<file path="src/rtl/ft245_fifo_emulator.sv">
// Device-side stand-in for an FT245BM parallel FIFO: host byte streams on valid/ready,
// engine side on nRXF/nRD/nTXE/WR with registered flags and pad data out/enable.
module ft245_fifo_emulator #(
    parameter int RX_DEPTH = 16,
    parameter int TX_DEPTH = 16,
    parameter int RXF_GAP  = 2,
    parameter int TXE_GAP  = 2
) (
    input  logic       CLK,
    input  logic       nRST_ASYNC,
    input  logic [7:0] rx_data,
    input  logic       rx_valid,
    output logic       rx_ready,
    output logic [7:0] tx_data,
    output logic       tx_valid,
    input  logic       tx_ready,
    output logic       nRXF,
    output logic       nTXE,
    input  logic       nRD,
    input  logic       WR,
    input  logic [7:0] D_I,
    output logic [7:0] D_O,
    output logic       D_OE,
    output logic       rx_underflow,
    output logic       tx_overflow
);

    // Host handshakes: a byte moves on every CLK edge where valid and ready are both high;
    // valid never waits on ready, and ready may depend only on FIFO occupancy.

    localparam int RX_AW = $clog2(RX_DEPTH);
    localparam int TX_AW = $clog2(TX_DEPTH);
    localparam logic [RX_AW:0] RX_ONE = 1;
    localparam logic [TX_AW:0] TX_ONE = 1;
    localparam logic [7:0] RX_GAP_LOAD = 8'(RXF_GAP - 1);
    localparam logic [7:0] TX_GAP_LOAD = 8'(TXE_GAP - 1);

    typedef enum logic [1:0] {RX_EMPTY, RX_AVAIL, RX_READ, RX_GAP} rx_state_t;
    typedef enum logic [1:0] {TX_OPEN, TX_WRITE, TX_GAP, TX_FULL} tx_state_t;

    logic nrd_q, wr_q, alive_q;
    logic rd_fall, rd_rise, wr_fall;

    always_ff @(posedge CLK or negedge nRST_ASYNC) begin
        if (!nRST_ASYNC) begin
            nrd_q   <= 1'b1;
            wr_q    <= 1'b0;
            alive_q <= 1'b0;
        end else begin
            nrd_q   <= nRD;
            wr_q    <= WR;
            alive_q <= 1'b1;
        end
    end

    assign rd_fall = nrd_q & ~nRD;
    assign rd_rise = ~nrd_q & nRD;
    assign wr_fall = wr_q & ~WR;

    // ---------------- RX FIFO (host -> engine) ----------------
    logic [7:0]     rx_mem [RX_DEPTH];
    logic [RX_AW:0] rx_wptr, rx_rptr, rx_count;
    logic           rx_full, rx_empty, rx_push, rx_pop;
    logic [7:0]     rx_head;

    assign rx_count = rx_wptr - rx_rptr;
    assign rx_empty = (rx_count == '0);
    assign rx_full  = (rx_wptr[RX_AW] != rx_rptr[RX_AW]) &&
                      (rx_wptr[RX_AW-1:0] == rx_rptr[RX_AW-1:0]);
    assign rx_ready = alive_q & ~rx_full;
    assign rx_push  = rx_valid & rx_ready;
    assign rx_head  = rx_mem[rx_rptr[RX_AW-1:0]];

    always_ff @(posedge CLK) begin
        if (rx_push) rx_mem[rx_wptr[RX_AW-1:0]] <= rx_data;
    end

    always_ff @(posedge CLK or negedge nRST_ASYNC) begin
        if (!nRST_ASYNC) begin
            rx_wptr <= '0;
            rx_rptr <= '0;
        end else begin
            if (rx_push) rx_wptr <= rx_wptr + RX_ONE;
            if (rx_pop)  rx_rptr <= rx_rptr + RX_ONE;
        end
    end

    // ---------------- TX FIFO (engine -> host) ----------------
    logic [7:0]     tx_mem [TX_DEPTH];
    logic [TX_AW:0] tx_wptr, tx_rptr;
    logic           tx_full, tx_empty, tx_push, tx_pop;
    logic [7:0]     tx_hold;

    assign tx_empty = (tx_wptr == tx_rptr);
    assign tx_full  = (tx_wptr[TX_AW] != tx_rptr[TX_AW]) &&
                      (tx_wptr[TX_AW-1:0] == tx_rptr[TX_AW-1:0]);
    assign tx_valid = ~tx_empty;
    assign tx_data  = tx_mem[tx_rptr[TX_AW-1:0]];
    assign tx_pop   = tx_valid & tx_ready;
    assign tx_push  = wr_fall & ~tx_full;

    always_ff @(posedge CLK) begin
        if (tx_push) tx_mem[tx_wptr[TX_AW-1:0]] <= tx_hold;
    end

    // The engine releases D in the cycle WR drops, so the last byte seen with WR high is kept.
    always_ff @(posedge CLK or negedge nRST_ASYNC) begin
        if (!nRST_ASYNC) begin
            tx_wptr <= '0;
            tx_rptr <= '0;
            tx_hold <= '0;
        end else begin
            if (tx_push) tx_wptr <= tx_wptr + TX_ONE;
            if (tx_pop)  tx_rptr <= tx_rptr + TX_ONE;
            if (WR)      tx_hold <= D_I;
        end
    end

    // ---------------- RX FSM ----------------
    rx_state_t  rx_state, rx_state_d;
    logic [7:0] rx_gap, rx_gap_d;
    logic       nrxf_d, d_oe_d, rx_uf_d, rx_uf_start;
    logic [7:0] d_o_d;

    always_ff @(posedge CLK or negedge nRST_ASYNC) begin
        if (!nRST_ASYNC) begin
            rx_state     <= RX_EMPTY;
            rx_gap       <= '0;
            nRXF         <= 1'b1;
            D_O          <= '0;
            D_OE         <= 1'b0;
            rx_underflow <= 1'b0;
        end else begin
            rx_state     <= rx_state_d;
            rx_gap       <= rx_gap_d;
            nRXF         <= nrxf_d;
            D_O          <= d_o_d;
            D_OE         <= d_oe_d;
            rx_underflow <= rx_uf_d;
        end
    end

    always_comb begin
        rx_state_d = rx_state;
        rx_gap_d   = rx_gap;
        unique case (rx_state)
            RX_EMPTY: if (!rx_empty) rx_state_d = RX_AVAIL;
            RX_AVAIL: if (rd_fall)   rx_state_d = RX_READ;
            RX_READ: begin
                if (rd_rise) begin
                    rx_state_d = RX_GAP;
                    rx_gap_d   = RX_GAP_LOAD;
                end
            end
            RX_GAP: begin
                if (rx_gap == '0) rx_state_d = rx_empty ? RX_EMPTY : RX_AVAIL;
                else              rx_gap_d   = rx_gap - 8'd1;
            end
            default: rx_state_d = RX_EMPTY;
        endcase
    end

    // nRXF goes high at the start of a read: the engine sees it through a slow synchronizer.
    always_comb begin
        nrxf_d      = (rx_state_d != RX_AVAIL);
        rx_pop      = (rx_state == RX_READ) & rd_rise;
        rx_uf_start = rd_fall & ((rx_state == RX_EMPTY) | (rx_state == RX_GAP));
        rx_uf_d     = rx_underflow | rx_uf_start;
        d_o_d       = D_O;
        d_oe_d      = D_OE;
        if ((rx_state == RX_AVAIL) && rd_fall) begin
            d_o_d  = rx_head;
            d_oe_d = 1'b1;
        end else if (rx_uf_start) begin
            d_o_d  = 8'hFF;
            d_oe_d = 1'b1;
        end else if (rd_rise) begin
            d_oe_d = 1'b0;
        end
    end

    // ---------------- TX FSM ----------------
    tx_state_t  tx_state, tx_state_d;
    logic [7:0] tx_gap, tx_gap_d;
    logic       ntxe_d, tx_ovf_d;

    always_ff @(posedge CLK or negedge nRST_ASYNC) begin
        if (!nRST_ASYNC) begin
            tx_state    <= TX_OPEN;
            tx_gap      <= '0;
            nTXE        <= 1'b1;
            tx_overflow <= 1'b0;
        end else begin
            tx_state    <= tx_state_d;
            tx_gap      <= tx_gap_d;
            nTXE        <= ntxe_d;
            tx_overflow <= tx_ovf_d;
        end
    end

    always_comb begin
        tx_state_d = tx_state;
        tx_gap_d   = tx_gap;
        unique case (tx_state)
            TX_OPEN:  if (WR) tx_state_d = TX_WRITE;
            TX_WRITE: begin
                if (wr_fall) begin
                    tx_state_d = TX_GAP;
                    tx_gap_d   = TX_GAP_LOAD;
                end
            end
            TX_GAP: begin
                if (tx_gap == '0) tx_state_d = tx_full ? TX_FULL : TX_OPEN;
                else              tx_gap_d   = tx_gap - 8'd1;
            end
            TX_FULL:  if (!tx_full) tx_state_d = TX_OPEN;
            default:  tx_state_d = TX_OPEN;
        endcase
    end

    always_comb begin
        ntxe_d   = (tx_state_d != TX_OPEN);
        tx_ovf_d = tx_overflow | (wr_fall & tx_full);
    end

endmodule

</file>
<file path="config.mk">
export PLATFORM = sky130hd
export DESIGN_NAME = ft245_fifo_emulator
export DESIGN_NICKNAME = d
export VERILOG_FILES = /design/src/rtl/ft245_fifo_emulator.sv
export SDC_FILE = /design/constraint.sdc
export NUM_CORES = 1
export LEC_CHECK = 0
export ABC_CLOCK_PERIOD_IN_PS = 3800
export CAP_MARGIN = 0
export CELL_PAD_IN_SITES_DETAIL_PLACEMENT = 1
export CELL_PAD_IN_SITES_GLOBAL_PLACEMENT = 2
export CORE_ASPECT_RATIO = 0.75
export CORE_MARGIN = 5
export CORE_UTILIZATION = 48
export DETAILED_ROUTE_END_ITERATION = 8
export DONT_BUFFER_PORTS = 1
export PLACE_DENSITY_LB_ADDON = 0.1
export SLEW_MARGIN = 5
export SYNTH_ARGS = -nofsm -noshare
export SYNTH_HDL_FRONTEND = slang
export SYNTH_SLANG_ARGS = --single-unit
</file>
<file path="constraint.sdc">
create_clock -name CLK -period 3.8 [get_ports CLK]
set_input_delay 0.38 -clock CLK [delete_from_list [all_inputs] [get_ports CLK]]
set_output_delay 0.38 -clock CLK [all_outputs]
set_load 0.02 [all_outputs]
</file>
## Word level (Yosys, flattened, before mapping)

Memories as Yosys holds them, arrays and structs flattened.
Cells that the tools add are included.

- Memories: 2
- Flip-flop bits (word level): 64
- Output and inout bits: 23
- Word-level logic and storage cells: 104
- RAM bits: 256
- Input port bits: 22

Memories:

| name | words | width | read ports | clocked after Yosys merged registers in | write ports | RTL line | text |
|---|---|---|---|---|---|---|---|
| rx_mem | 16 | 8 | 1 | 0 | 1 | 61 | `logic [7:0] rx_mem [RX_DEPTH];` |
| tx_mem | 16 | 8 | 1 | 0 | 1 | 89 | `logic [7:0] tx_mem [TX_DEPTH];` |

- Eq/ne operators: 16
- Mux-type cells: 27
- Reductions and logical operators: 15
- $add $sub $neg: 7
- Bitwise gates (word level): 19

Operators by type and width:

| operator | number |
|---|---|
| 8-bit two-way mux | 6 |
| 8-bit case mux with 2 select lines | 2 |
| 5-bit by 1-bit adder with 5-bit output (second input constant) | 4 |
| 2-bit two-way mux | 9 |
| 8-bit zero test | 2 |
| 2-bit case mux with 4 select lines | 2 |
| 8-bit by 1-bit subtractor with 8-bit output (second input constant) | 2 |
| 1-bit AND | 10 |
| 2-bit == test (second input constant) | 4 |
| 4-bit == test | 2 |
| 1-bit two-way mux | 8 |
| 2-bit != test (second input constant) | 4 |
| 2-bit nonzero test | 4 |
| 1-bit inverter | 6 |
| 3-bit AND reduction | 2 |
| 5-bit == test | 1 |
| 5-bit zero test | 1 |
| 5-bit subtractor | 1 |
| 2-bit by 1-bit == test with 1-bit output (second input constant) | 2 |
| 2-bit zero test | 2 |
| 1-bit logical AND | 3 |
| 1-bit bitwise OR | 3 |
| 3-bit nonzero test | 1 |
| 1-bit != test | 2 |
| 2-bit by 1-bit != test with 1-bit output (second input constant) | 1 |

## Logic depth before layout (Yosys ltp)

Gate-level depths: netlist of run 1.

- Word-level depth: 7
- Gate-level depth with buffers: 9
- Mapped depth without buffers: 7

## Least setup slack after synthesis of run 1

No wires, ideal clock.

- Kind: register -> register
- Start point: register rx_rptr[1]
- End point: memory rx_mem[3][0], enable pin
- Buffers on the path: 2
- Setup time: 0.332 ns
- Clock period less this slack: 2.270 ns
- Required time: 3.468 ns
- Stages on the path, launching flop included: 10
- Data arrival time: 1.938 ns
- Setup slack: 1.530 ns
- Cell sequence: dfrtp_1 > buf_2 > inv_1 > ha_1 > nand4_1 > nand2b_1 > and3_1 > buf_2 > nor3b_1 > and2_1

- Cells in the longest elaborated chain, start to end: 7

RTL lines:

| what | RTL line | text |
|---|---|---|
| from (decl) | 62 | `logic [RX_AW:0] rx_wptr, rx_rptr, rx_count;` |
| from (signal assigned) | 84 | `if (rx_pop) rx_rptr <= rx_rptr + RX_ONE;` |
| 4-bit == test | 69 | `(rx_wptr[RX_AW-1:0] == rx_rptr[RX_AW-1:0]);` |
| 1-bit logical AND | 68 | `assign rx_full = (rx_wptr[RX_AW] != rx_rptr[RX_AW]) &&` |
| 1-bit inverter | 70 | `assign rx_ready = alive_q & ~rx_full;` |
| 1-bit AND | 70 |  |
| 1-bit AND | 71 | `assign rx_push = rx_valid & rx_ready;` |
| 1-bit two-way mux | 75 | `if (rx_push) rx_mem[rx_wptr[RX_AW-1:0]] <= rx_data;` |
| 1-bit two-way mux (implied by the code) | 75 |  |
| to (decl) | 61 |  |

No other way between the ends.

## Final worst setup path of run 1

- Start point: register tx_rptr[0]
- End point: output tx_data[1]

- Cells in the longest elaborated chain, start to end: 1

RTL lines:

| what | RTL line | text |
|---|---|---|
| from (decl) | 90 | `logic [TX_AW:0] tx_wptr, tx_rptr;` |
| from (signal assigned) | 114 | `if (tx_pop) tx_rptr <= tx_rptr + TX_ONE;` |
| memory read 16 x 8 bit | - |  |
| to (decl) | 14 | `output logic [7:0] tx_data,` |

No other way between the ends.

==> metrics.txt, run 1 <==
WS Path Type=flop to output pin; Pleak=between 5 and 6 nW; hold path cells=2; EDFF count, synth=between 200 and 300; CTS Sinks=320; Max FO, Critical Path=36; first-pass GRT wire length=between 40000 and 50000 um; # IOs=45; wire per inst=25.7 um; CTS tree=built; crit path launch=tx_rptr[0]$_DFFE_PN0P_; Layout Cells excl Fill=1136; Hold Path Origin=WR; Startpoint Class=flop; worst r2r src=rx_rptr[2]$_DFFE_PN0P_; CTS max path bufs=3; R2R depth=7; 1st-pass router iterations=5; CP required=approximately 3.4 ns; placed cells=around 1100; hold endpoint=nTXE$_DFF_PN1_; endpoint class of the critical path=output pin; area leader, netlist=edfxtp_1; Final Skew=0.0101 ns; core area=~0.027 mm2; vias in the first global route=around 7100; max-slew violations=0; Arr. time, crit path=roughly 2.8 ns; HPWL after DPL=19600 um; number of max-cap violations=0; fmax=0.320 GHz; clock latency on the worst-skew pair=around 0.56 ns; initial DRC count=about 450; area delta synth->final=12.0%; post-layout min period=approximately 3.1 ns; ANT nets after route=0; DR vias=between 6000 and 7000; die area=a little over 0.03 mm2; vias per inst=between 5 and 6; Horiz. Die Dim=about 200 um; Avg Cell Area, Syn=18.1 um2; Final Wtd Congestion=between 0.8 and 0.9; Syn Inst Count=between 700 and 800; RSZ-0062 raised after global routing=no; Post-synth ARST share=0.200; Pwr Density=about 730 mW/mm2; post-synth net total=roughly 770; Post-CTS Setup Inserts=0; final setup fails=0; clock slew at reported path FFs=roughly 0.060 ns; #FFs+latches synth=320; # fillers=2394; Slew headroom=0.423; Initial Util=0.487; Yosys cell types=58; Post-synth top flop=edfxtp_1; Hold Path Class=input port to flop; FF+latch area=a little over 0.009 mm2; Root Buffer=clkbuf_16; peak supply drop=about 0.00037 V; status=finished clean; pin count of the biggest net entering global routing=65; post-synthesis cell area=about 0.013 mm2; Layout Nets=802; row count=52; H-tree depth=1; R2R setup slack=~0.95 ns; Residual DRC=0; setup TNS=0 ns; worst-margin pin slew=roughly 0.87 ns; post-CTS sizing=0; CTS buffer count=31; antenna violations before repair=3; post-synthesis sequential area ratio=0.706; yosys warns=0; ranking of synthesized cells by area=edfxtp_1 (58%), dfrtp_1 (12%), mux4_1 (6.0%); port bufs=0; Die H=153 um; multi-input logic area=roughly 0.0037 mm2; Tcrit/Tclk final=0.823; Yosys top cell area share=0.584; GRT Overall Usage=0.191; overall routed net length=29200 um; grt ovf=0; share of layout cells above drive strength 1=0.139; R2R Path End=rx_mem[1][4]$_DFFE_PP_; Fin. Hold Viols=0
==> what timing repair did <==
action | in CTS | in global routing
hold buffers | 20 | 0
endpoints found under the setup margin | 0 | 0
hold endpoints to repair | 204 | 0
==> logic make-up after synthesis <==
family,count (synthesis),share of synthesized area
other cells,1,0.000285
simple gates,145,0.0599
mux,90,0.139
fa+ha+maj,21,0.0200
compound gates,74,0.0375
buf+inv,43,0.0161
flops,320,0.706
xor+xnor,32,0.0213
==> how the worst max path moves through the flow <==
stage          slack (ns)                      to
2_1_floorplan        1.53  rx_mem[3][0]$_DFFE_PP_
3_3_place_gp         1.20  rx_mem[3][7]$_DFFE_PP_
3_5_place_dp         1.03  rx_mem[1][5]$_DFFE_PP_
4_1_cts              0.63              tx_data[1]
5_1_grt              0.60              tx_data[1]
6_report             0.67              tx_data[1]
==> state kept, by name (all words and copies together), names as in the netlist, 2 cells and up <==
| name | cells |
|---|---|
| rx_mem | 128 |
| tx_rptr | 5 |
| tx_state | 2 |
| rx_state | 2 |
| D_O | 8 |
| tx_wptr | 5 |
| tx_hold | 8 |
| rx_wptr | 5 |
| tx_mem | 128 |
| tx_gap | 8 |
| rx_gap | 8 |
| rx_rptr | 5 |
==> worst max-delay path, stage by stage, from the launching register on <==
cell and delay [ns]:
dfrtp_1 0.33, buf_4 0.51, mux4_1 0.74, mux4_2 0.58
==> through the flow <==
| stage | instance area, um2 | utilization | setup slack (ns) | total power, W | hold slack, ns |
|---|---|---|---|---|---|
| after detailed placement | 13500 | 0.500 | 1.03 | 0.00766 | 0.0890 |
| final | 14700 | 0.546 | 0.673 | 0.0107 | 0.0247 |
| after global placement | 13500 | 0.500 | 1.20 | 0.00754 | 0.0892 |
| after CTS | 14700 | 0.546 | 0.629 | 0.0108 | 0.000628 |
| after global routing | 14700 | 0.546 | 0.598 | 0.0113 | 0.0112 |
| after floorplan | 13200 | - | 1.53 | 0.00685 | 0.0844 |
==> cells in the mapped netlist, drive strengths merged, types with 2 or more instances <==
cell,number
inv,18
nand3,4
a21o,3
mux2i,17
nor3b,2
o22ai,11
nand3b,2
a22oi,8
clkbuf,8
nand2b,6
mux4,64
and2,17
dfstp,3
nor2b,5
ha,21
or4,4
a21oi,17
o21ai,12
a21boi,2
or2,2
nand4,6
mux2,9
buf,17
and3,19
nor4,3
xor2,10
nand2,24
nor2,35
nor3,9
xnor2,22
dfrtp,61
edfxtp,256
and3b,3
o31ai,3
a211oi,11
==> area by class of cell <==
class                      count  area share
clock buffer                  41      0.0586
antenna                        2    0.000340
multi-input combinational    363       0.248
timing repair buffer          25      0.0173
sequential                   320       0.630
tap                          351      0.0298
clock inverter                16      0.0111
inverter                      18     0.00458
==> cell usage in the layout, fill, tap and decap left out, types with 3 or more instances in the layout <==
master	instances
nand4_1	6
dlygate4sd3_1	19
nor3_1	8
clkinv_2	4
a211oi_1	11
ha_1	21
nor2_1	35
dfstp_2	3
o21ai_0	10
bufinv_16	3
clkinvlp_4	4
and3b_1	3
a21oi_1	17
or4_1	3
dfrtp_1	60
nand2b_1	6
clkbuf_16	31
nor2b_1	5
xor2_1	10
edfxtp_1	256
clkinv_1	4
a21o_1	3
and3_1	19
nor4_1	3
inv_1	18
and2_1	17
xnor2_1	22
mux4_2	34
buf_4	5
a22oi_1	8
mux2_2	9
nand2_1	24
mux4_1	30
nand3_1	4
clkbuf_8	5
clkbuf_1	5
o22ai_1	11
mux2i_1	17
==> power by group <==
group	switching, W	total (W)	internal, W
clock network	0.00130	0.00309	0.00179
registers	0.000516	0.00473	0.00422
logic	0.00164	0.00290	0.00126
==> routing by layer <==
layer | track usage | up-vias | wire (um)
met1 | 0.300 | 3531 | 14100
met3 | 0.0481 | 37 | 1780
met4 | 0.0335 | 0 | 479
met5 | 0 | - | 0
li1 | - | 2952 | -
met2 | 0.274 | 161 | 12900
No activity file was read; power rests on OpenSTA's default activity.
==> run 2: changes to the inputs <==
Settings changed: ABC_CLOCK_PERIOD_IN_PS 3800 to 3200.
Clock period 3.8 ns to 3.2 ns, I/O delays scaled along.
==> metrics.txt, run 2 (synthesis gave the netlist of run 1 again) <==
status=finished clean (unchanged); initial DRC count=434 (was 453); Final Skew=0.0179 ns (was 0.0101 ns); WS Path Type=flop to flop (was flop to output pin); Initial Util=0.487 (unchanged); # IOs=45 (unchanged); Area after DPL=0.0135 mm2 (about the same); GRT Overall Usage=0.189 (was 0.191); share of layout cells above drive strength 1=0.147 (was 0.139); R2R setup slack=0.32 ns (was 0.95 ns); number of max-cap violations=0 (unchanged); Slowest-stage cell, CP=nor3b_1 (was mux4_1); die area=0.0309 mm2 (unchanged); Residual DRC=0 (unchanged); Tcrit/Tclk final=0.901; max-slew violations=0 (unchanged); Root Buffer=clkbuf_16 (unchanged); HPWL after DPL=19200 um (was 19600 um); clock slew at reported path FFs=0.06 ns (about the same); R2R depth=7 (unchanged); port bufs=0 (unchanged); peak supply drop=0.000459 V (was 0.000366 V); pin count of the biggest net entering global routing=65 (unchanged); first-pass GRT wire length=44400 um (was 45000 um); row count=52 (unchanged); hold path cells=2 (unchanged); # fillers=2365 (was 2394); worst path cell trace=inv_1 -> ha_1 -> nand4_1 -> nand2b_1 -> and3_1 -> nor3b_1 -> and2_1 (was buf_4 -> mux4_1 -> mux4_2); CTS tree=built (unchanged); Hold Path Origin=nRD (was WR); Post-CTS Setup Inserts=0 (unchanged); CP required=3.35 ns (was 3.42 ns); final setup fails=0 (unchanged); hold endpoint=rx_underflow$_DFF_PN0_ (was nTXE$_DFF_PN1_); final instance area=0.0149 mm2 (was 0.0147 mm2); DR vias=6651 (was 6681); CTS buffer count=34 (was 31); Pwr Density=874 mW/mm2 (was 728 mW/mm2); RSZ-0062 raised after global routing=no (unchanged); Max FO, Critical Path=10 (was 36); Core Util, Final=0.550 (was 0.546); commonest non-fill, non-tap cell in the layout=edfxtp_1 (unchanged); Arr. time, crit path=3.03 ns (was 2.75 ns); endpoint class of the critical path=flop (was output pin); Startpoint Class=flop (unchanged); worst-margin pin slew=0.826 ns (was 0.866 ns); clock latency on the worst-skew pair=0.50 ns (was 0.56 ns); Horiz. Die Dim=201 um (unchanged); area delta synth->final=12.9% (was 12.0%); overall power=0.0130 W (was 0.0107 W); post-layout min period=roughly 2.9 ns; core area=0.0270 mm2 (unchanged); Final Wtd Congestion=0.790 (was 0.844); commonest cells after routing, fill and taps aside=edfxtp_1 (256), dfrtp_1 (60), nor2_1 (35), clkbuf_16 (35), mux4_2 (34) (was edfxtp_1 (256), dfrtp_1 (60), nor2_1 (35)); 1st-pass router iterations=4 (was 5); wire per inst=25.2 um (was 25.7 um); overall routed net length=28800 um (was 29200 um); vias per inst=5.83 (was 5.88); fmax=approximately 0.35 GHz; worst r2r src=rx_rptr[2]$_DFFE_PN0P_ (unchanged); Hold Path Class=input port to flop (unchanged); Fin. Hold Viols=0 (unchanged); Crit path largest cell delay=0.59 ns (was 0.74 ns); Die H=153 um (unchanged); CTS max path bufs=3 (unchanged); grt ovf=0 (unchanged); Slew headroom=0.450 (was 0.423); antenna violations before repair=1 (was 3); setup TNS=0 ns (unchanged); vias in the first global route=7044 (was 7080); ANT nets after route=0 (unchanged); Pleak=5.27 nW (was 5.20 nW); H-tree depth=2 (was 1); R2R Path End=rx_mem[1][4]$_DFFE_PP_ (unchanged); Layout Nets=808 (was 802); CTS Sinks=320 (unchanged)
[run 2: where the power goes]
part	switching, W	total (W)	internal, W
Sequential	0.000532	0.00554	0.00501
Combinational	0.00202	0.00354	0.00153
Clock	0.00158	0.00390	0.00232
[run 2: metrics by stage]
stage	std cells	setup WS, ns	hold slack, ns
floorplan	726	0.930	0.0244
global placement	1060	0.508	0.0288
detailed placement	1060	0.386	0.0316
CTS	1140	0.365	0.0358
global route	1140	0.233	0.0579
finish	1141	0.317	0.0546
[run 2: critical path, delay by kind of cell (launching register included)]
| family | cells | cell delay (ns) |
|---|---|---|
| buf+inv | 1 | 0.11 |
| fa+ha+maj | 1 | 0.30 |
| simple gates | 5 | 1.69 |
| flops | 1 | 0.44 |
[run 2: routing by layer]
layer | global-route usage | share of wire | vias up
met1 | 0.304 | 0.50 | 3509
met3 | 0.0392 | 0.054 | 31
li1 | - | - | 2974
met4 | 0.0400 | 0.014 | 0
met5 | 0 | 0 | -
met2 | 0.269 | 0.43 | 137
[run 2: how the worst max path moves through the flow]
stage	start	to	slack, ns	depth (start not counted)
after CTS	rx_wptr[0]$_DFFE_PN0P_	rx_mem[1][4]$_DFFE_PP_	0.36	7
after detailed placement	rx_rptr[2]$_DFFE_PN0P_	rx_mem[1][5]$_DFFE_PP_	0.39	7
after floorplan	rx_rptr[1]$_DFFE_PN0P_	rx_mem[3][0]$_DFFE_PP_	0.93	9
after global routing	rx_wptr[0]$_DFFE_PN0P_	rx_mem[1][4]$_DFFE_PP_	0.23	7
final	rx_rptr[2]$_DFFE_PN0P_	rx_mem[1][4]$_DFFE_PP_	0.32	7
after global placement	rx_wptr[2]$_DFFE_PN0P_	rx_mem[3][7]$_DFFE_PP_	0.51	6
[run 2: layout make-up]
| cell class | instances | area [um2] | share of cell area |
|---|---|---|---|
| Antenna cell | 1 | 2.50 | 0.000168 |
| Clock buffer | 42 | 932 | 0.0627 |
| Clock inverter | 18 | 178 | 0.0120 |
| Inverter | 18 | 67.6 | 0.00455 |
| Multi-Input combinational cell | 363 | 3650 | 0.246 |
| Sequential cell | 320 | 9290 | 0.626 |
| Tap cell | 351 | 439 | 0.0296 |
| Timing Repair Buffer | 28 | 290 | 0.0195 |
[run 2: timing repair]
| action | 4_1_cts | 5_1_grt |
|---|---|---|
| resized for setup | 0 | 0 |
| hold buffers | 20 | 0 |
| hold endpoints to repair | 205 | 0 |
